<file path="config.mk">
export PLATFORM = sky130hd
export DESIGN_NAME = key_repeat_detector
export DESIGN_NICKNAME = d
export VERILOG_FILES = /design/src/rtl/key_pkg.sv /design/src/rtl/sync_2ff.sv /design/src/rtl/key_repeat_detector.sv
export SDC_FILE = /design/constraint.sdc
export NUM_CORES = 1
export LEC_CHECK = 0
export CORE_MARGIN = 2
export CORE_UTILIZATION = 23
export DETAILED_ROUTE_END_ITERATION = 8
export PLACE_DENSITY_LB_ADDON = 0.2
export SLEW_MARGIN = 20
export SYNTH_ARGS = -nofsm -noshare
export SYNTH_HDL_FRONTEND = slang
export SYNTH_HIERARCHICAL = 1
export SYNTH_SLANG_ARGS = --single-unit
</file>
<file path="constraint.sdc">
create_clock -name clk -period 2.35 [get_ports clk]
set_input_delay 0.47 -clock clk [delete_from_list [all_inputs] [get_ports clk]]
set_output_delay 0.47 -clock clk [all_outputs]
set_load 0.03 [all_outputs]
</file>
<file path="src/rtl/key_pkg.sv">
// Shared definitions for the push-button front end: FSM state encoding
// and the default timing constants for a 100 MHz system clock.
package key_pkg;

  typedef enum logic [2:0] {
    ST_IDLE     = 3'd0,
    ST_PRESS_DB = 3'd1,
    ST_HOLD     = 3'd2,
    ST_REPEAT   = 3'd3,
    ST_REL_DB   = 3'd4
  } key_state_t;

  localparam int DEF_DEBOUNCE_CYCLES = 2_000_000;   // 20 ms
  localparam int DEF_REPEAT_DELAY    = 50_000_000;  // 500 ms
  localparam int DEF_REPEAT_PERIOD   = 10_000_000;  // 100 ms
  localparam int DEF_CNT_W           = 26;

  // The debounced level is high in every state that follows an accepted press.
  function automatic logic is_pressed_state(input key_state_t st);
    logic p_s;
    case (st)
      ST_HOLD, ST_REPEAT, ST_REL_DB: p_s = 1'b1;
      default:                      p_s = 1'b0;
    endcase
    return p_s;
  endfunction

endpackage

</file>
<file path="src/rtl/sync_2ff.sv">
// Two-flop synchronizer for a single asynchronous level input.
// Both flops clear on the synchronous active-low reset.
module sync_2ff (
  input  logic clk,
  input  logic rst,
  input  logic d,
  output logic q
);

  logic ff1_r;
  logic ff2_r;

  // Shift the raw level through two flops to settle metastability.
  always_ff @(posedge clk) begin
    if (!rst) begin
      ff1_r <= 1'b0;
      ff2_r <= 1'b0;
    end else begin
      ff1_r <= d;
      ff2_r <= ff1_r;
    end
  end

  assign q = ff2_r;

endmodule

</file>
<file path="src/rtl/key_repeat_detector.sv">
// Debounced push-button press detector with auto-repeat.
// One valid pulse per accepted press, then repeat pulses while held.
// A single counter times debounce, repeat delay and repeat period; it is
// cleared whenever the FSM changes state or a repeat pulse is issued.
module key_repeat_detector
  import key_pkg::*;
#(
  parameter int DEBOUNCE_CYCLES = DEF_DEBOUNCE_CYCLES,
  parameter int REPEAT_DELAY    = DEF_REPEAT_DELAY,
  parameter int REPEAT_PERIOD   = DEF_REPEAT_PERIOD,
  parameter bit REPEAT_ENA      = 1'b1,
  parameter int CNT_W           = DEF_CNT_W
) (
  input  logic clk,
  input  logic rst,
  input  logic sig,
  output logic valid,
  output logic pressed,
  output logic repeating
);

  localparam logic [CNT_W-1:0] DB_LAST  = CNT_W'(DEBOUNCE_CYCLES - 1);
  localparam logic [CNT_W-1:0] DLY_LAST = CNT_W'(REPEAT_DELAY - 1);
  localparam logic [CNT_W-1:0] PER_LAST = CNT_W'(REPEAT_PERIOD - 1);
  localparam logic [CNT_W-1:0] CNT_ONE  = {{(CNT_W-1){1'b0}}, 1'b1};

  logic             sig_s;
  key_state_t       state_r;
  key_state_t       next_state_s;
  logic [CNT_W-1:0] cnt_r;
  logic [CNT_W-1:0] cnt_next_s;
  logic             pulse_s;
  logic             valid_r;
  logic             pressed_r;
  logic             repeating_r;
  logic             repeating_next_s;

  sync_2ff u_sync (
    .clk (clk),
    .rst (rst),
    .d   (sig),
    .q   (sig_s)
  );

  // Next-state and pulse decode; a low input always wins over a terminal count.
  always_comb begin
    next_state_s = state_r;
    pulse_s      = 1'b0;
    case (state_r)
      ST_IDLE: begin
        if (sig_s) next_state_s = ST_PRESS_DB;
        else       next_state_s = ST_IDLE;
      end
      ST_PRESS_DB: begin
        if (!sig_s) begin
          next_state_s = ST_IDLE;
        end else if (cnt_r == DB_LAST) begin
          next_state_s = ST_HOLD;
          pulse_s      = 1'b1;
        end else begin
          next_state_s = ST_PRESS_DB;
        end
      end
      ST_HOLD: begin
        if (!sig_s) begin
          next_state_s = ST_REL_DB;
        end else if (REPEAT_ENA && (cnt_r == DLY_LAST)) begin
          next_state_s = ST_REPEAT;
          pulse_s      = 1'b1;
        end else begin
          next_state_s = ST_HOLD;
        end
      end
      ST_REPEAT: begin
        if (!sig_s) begin
          next_state_s = ST_REL_DB;
        end else if (cnt_r == PER_LAST) begin
          next_state_s = ST_REPEAT;
          pulse_s      = 1'b1;
        end else begin
          next_state_s = ST_REPEAT;
        end
      end
      ST_REL_DB: begin
        if (sig_s) begin
          next_state_s = ST_HOLD;
        end else if (cnt_r == DB_LAST) begin
          next_state_s = ST_IDLE;
        end else begin
          next_state_s = ST_REL_DB;
        end
      end
      default: begin
        next_state_s = ST_IDLE;
      end
    endcase
  end

  // Shared timer: restart on any state change or repeat pulse, idle parks at zero.
  always_comb begin
    cnt_next_s = cnt_r;
    if ((next_state_s != state_r) || pulse_s || (state_r == ST_IDLE)) begin
      cnt_next_s = '0;
    end else begin
      cnt_next_s = cnt_r + CNT_ONE;
    end
  end

  // Repeat indication survives release debounce but drops on a bounce back to HOLD.
  always_comb begin
    repeating_next_s = 1'b0;
    case (next_state_s)
      ST_REPEAT: repeating_next_s = 1'b1;
      ST_REL_DB: repeating_next_s = repeating_r;
      default:   repeating_next_s = 1'b0;
    endcase
  end

  // State, counter and registered outputs with synchronous active-low reset.
  always_ff @(posedge clk) begin
    if (!rst) begin
      state_r     <= ST_IDLE;
      cnt_r       <= '0;
      valid_r     <= 1'b0;
      pressed_r   <= 1'b0;
      repeating_r <= 1'b0;
    end else begin
      state_r     <= next_state_s;
      cnt_r       <= cnt_next_s;
      valid_r     <= pulse_s;
      pressed_r   <= is_pressed_state(next_state_s);
      repeating_r <= repeating_next_s;
    end
  end

  assign valid     = valid_r;
  assign pressed   = pressed_r;
  assign repeating = repeating_r;

endmodule

</file>
==> impl_metrics.py <==
metrics = {
    "setup_path": {
        "path_depth": 6,
        "worstReg2RegStart": "cnt_r[10]",
        "start_kind": "flip-flop",
        "worstSetupStartpoint": "cnt_r[10]",
        "critPathCaptureType": "flip-flop",
        "cp.buffers_inverters": 1,
        "path_class": "reg -> reg",
        "r2r_setup_slack_ns": 0.16,
        "rr_worst_depth": 6,
        "cp_max_fo": 6,
        "critPathRequiredTime_ns": 2.58,
        "cp_cell_sequence": "or4b_4, nor4_4, buf_4, nand3_2, o31ai_4, and2_1",
        "reg2reg_to": "valid",
        "crit_path_top_delay_cell": "or4b_4",
        "path_delay_family": "simple AND/OR/NAND/NOR gates",
        "setup.worst_path.end": "valid",
        "max_stage_delay_ns": 0.51,
        "crit_arrival_ns": 2.41,
    },
    "min_path": {
        "hold_path.class": "reg -> reg",
    },
    "global_route": {
        "overflow": 0,
        "antenna_found_initial": 0,
        "grt_max_degree": 15,
        "grt_pass1_wl_mm": 7.05,
        "grt_usage": 0.107,
        "grt_pass1_vias": 1355,
    },
    "pwr": {
        "p_clk_frac": 0.406,
        "intPower_uw": 790,
        "vdd_drop_max_mv": 0.170,
        "switching_share": 0.214,
        "power.leakage_nw": 0.595,
        "switchingPower_uw": 215,
        "p_seq_frac": 0.578,
        "p_per_area_mw_per_mm2": 483,
        "p_comb_frac": 0.016,
    },
    "floorplanning": {
        "core-area_mm2": 0.00733,
        "dieHeight_um": 91.5,
        "die_area_mm2": 0.00837,
        "rows": 31,
        "io_pins": 6,
        "start_util": 0.240,
        "die_w_um": 91.5,
    },
    "place": {
        "hpwlAfterDp_mm": 3.08,
        "gp_congestion": 0.818,
        "portBuffers": 5,
    },
    "routing": {
        "wire_per_inst_um": 13.1,
        "num_vias": 1436,
        "viasPerCell": 4.59,
        "antenna_left": 0,
        "firstDrtPassIters": 4,
        "drt-initial-drc-count": 76,
        "wirelength_mm": 4.11,
        "drc": 0,
    },
    "logic_synthesis": {
        "synthTopCellsByArea": "dfxtp_1 (39%), xor2_1 (7.5%), nand3_1 (4.3%), xnor2_1 (4.0%), nor3_1 (3.7%)",
        "synth.most_common_cell": "dfxtp_1",
        "ys_async_sr_fraction": 0,
        "synthFlopType": "dfxtp_1",
        "syn_nets": 198,
        "ys_top_cells_by_count": "dfxtp_1 (34), nor2_1 (16), nand2_1 (15), nand3_1 (15), xor2_1 (15)",
        "synth_edf_count": 0,
        "synth.distinct_cells": 47,
        "synth_cells": 194,
        "synth_top_area_frac": 0.387,
        "synth_seq_area_share": 0.387,
        "avgSynthCellArea_um2": 9.07,
        "synth_top_area_cell": "dfxtp_1",
        "ys_warn_count": 6,
        "netlist_area_mm2": 0.00176,
        "ys_seq_elements": 34,
    },
    "timing": {
        "fin_setup_tns_ns": 0,
        "tightest_slew_ns": 0.521,
        "hold_viol": 0,
        "rsz0062_at_grt": "no",
        "setup_violations": 0,
        "slew_headroom": 0.650,
        "fin_crit_ns": 2.19,
        "finalCritPeriodShare": 0.931,
        "fmax_mhz": 457,
        "hold_ws_ns": 0.435,
        "skew_ns": 0.00657,
        "final_max_slew_viol_count": 0,
    },
    "clocking": {
        "cts.sinks": 34,
        "cts_max_level": 2,
        "cts_resized": 0,
        "path_clk_slew_ns": 0.07,
        "hold_buffers": 0,
        "cts_made_buffers": 5,
        "clockRootBuffer": "clkbuf_8",
        "cts_setup_buffers": 0,
        "tritoncts": "done",
        "clk_latency_ns": 0.28,
        "cts_buffer_depth": 2,
    },
    "cells_and_area": {
        "diodes": 0,
        "drive_gt1_frac": 0.192,
        "final_nets": 218,
        "syn2layout_area_growth_pct": 18.1,
        "num-fill-cells": 785,
    },
    "status": {
        "outcome": "completed",
    },
    "flow_run": {
        "max-cap-violations": 0,
    },
}
[cells in the final DEF, fill, tap and decap left out, types with 3 or more instances in the layout]
cell	count
and2_1	3
buf_4	12
clkbuf_8	5
clkdlybuf4s50_1	5
dfxtp_1	34
inv_1	5
nand2_1	15
nand3_1	15
nand4_1	6
nand4b_1	5
nor2_1	16
nor2_2	9
nor3_1	13
nor4_1	5
o21ai_0	3
xnor2_1	8
xor2_1	15
[per-stage QoR]
stage          power, mW  utilization  area [um2]  setup slack (ns)  cells
3_3_place_gp       0.611        0.273        2000             0.192    306
3_5_place_dp       0.610        0.273        2000             0.165    306
4_1_cts             1.03        0.283        2080             0.135    313
6_report            1.00        0.283        2080             0.163    313
2_1_floorplan      0.601            -        1760             0.265    194
5_1_grt             1.06        0.283        2080          0.000516    313
[power by group through the flow]
stage / logic [mW] / clock network [mW] / registers, mW
floorplan: 0.00957 / 0 / 0.592
global placement: 0.0167 / 0 / 0.594
detailed placement: 0.0161 / 0 / 0.594
CTS: 0.0163 / 0.428 / 0.580
global route: 0.0178 / 0.458 / 0.580
finish: 0.0162 / 0.407 / 0.581
[area by class of cell]
| cell class | instances | area [um2] | area share |
|---|---|---|---|
| clock buffers | 7 | 76.3 | 0.0367 |
| well taps | 99 | 124 | 0.0596 |
| repair buffers | 18 | 160 | 0.0771 |
| multi-input cells | 150 | 1020 | 0.490 |
| flip-flops and latches | 34 | 681 | 0.328 |
| inverters | 5 | 18.8 | 0.00903 |
[layer usage]
layer | up-vias | part of all wire | global-route usage
met3 | 2 | 0.035 | 0.0282
met5 | - | 0 | 0
met4 | 0 | 0.0068 | 0.0303
li1 | 740 | - | -
met1 | 669 | 0.50 | 0.148
met2 | 25 | 0.46 | 0.162
[logic make-up (layout without fill, tap and decap cells)]
kind of cell,count (synthesis),in the layout,synth area share
simple gates,108,108,0.366
flops,34,34,0.387
xor+xnor,23,23,0.114
compound gates,18,18,0.0910
buf+inv,10,30,0.0348
fa+ha+maj,1,1,0.00711
[flip-flops by register name (all words and copies together), names as in the netlist]
name and cells:
cnt_r 26, state_r 3, pressed 1, repeating 1, u_sync/ff1_r 1, u_sync/q 1, valid 1
[worst min path at each step]
stage	endpoint	cells past startpoint	from	slack (ns)
floorplan	u_sync/q	1	u_sync/ff1_r	0.41
global placement	u_sync/q	1	u_sync/ff1_r	0.42
detailed placement	u_sync/q	1	u_sync/ff1_r	0.42
CTS	u_sync/q	1	u_sync/ff1_r	0.44
global route	u_sync/q	1	u_sync/ff1_r	0.44
finish	u_sync/q	1	u_sync/ff1_r	0.43
No activity file was read; power rests on OpenSTA's default activity.
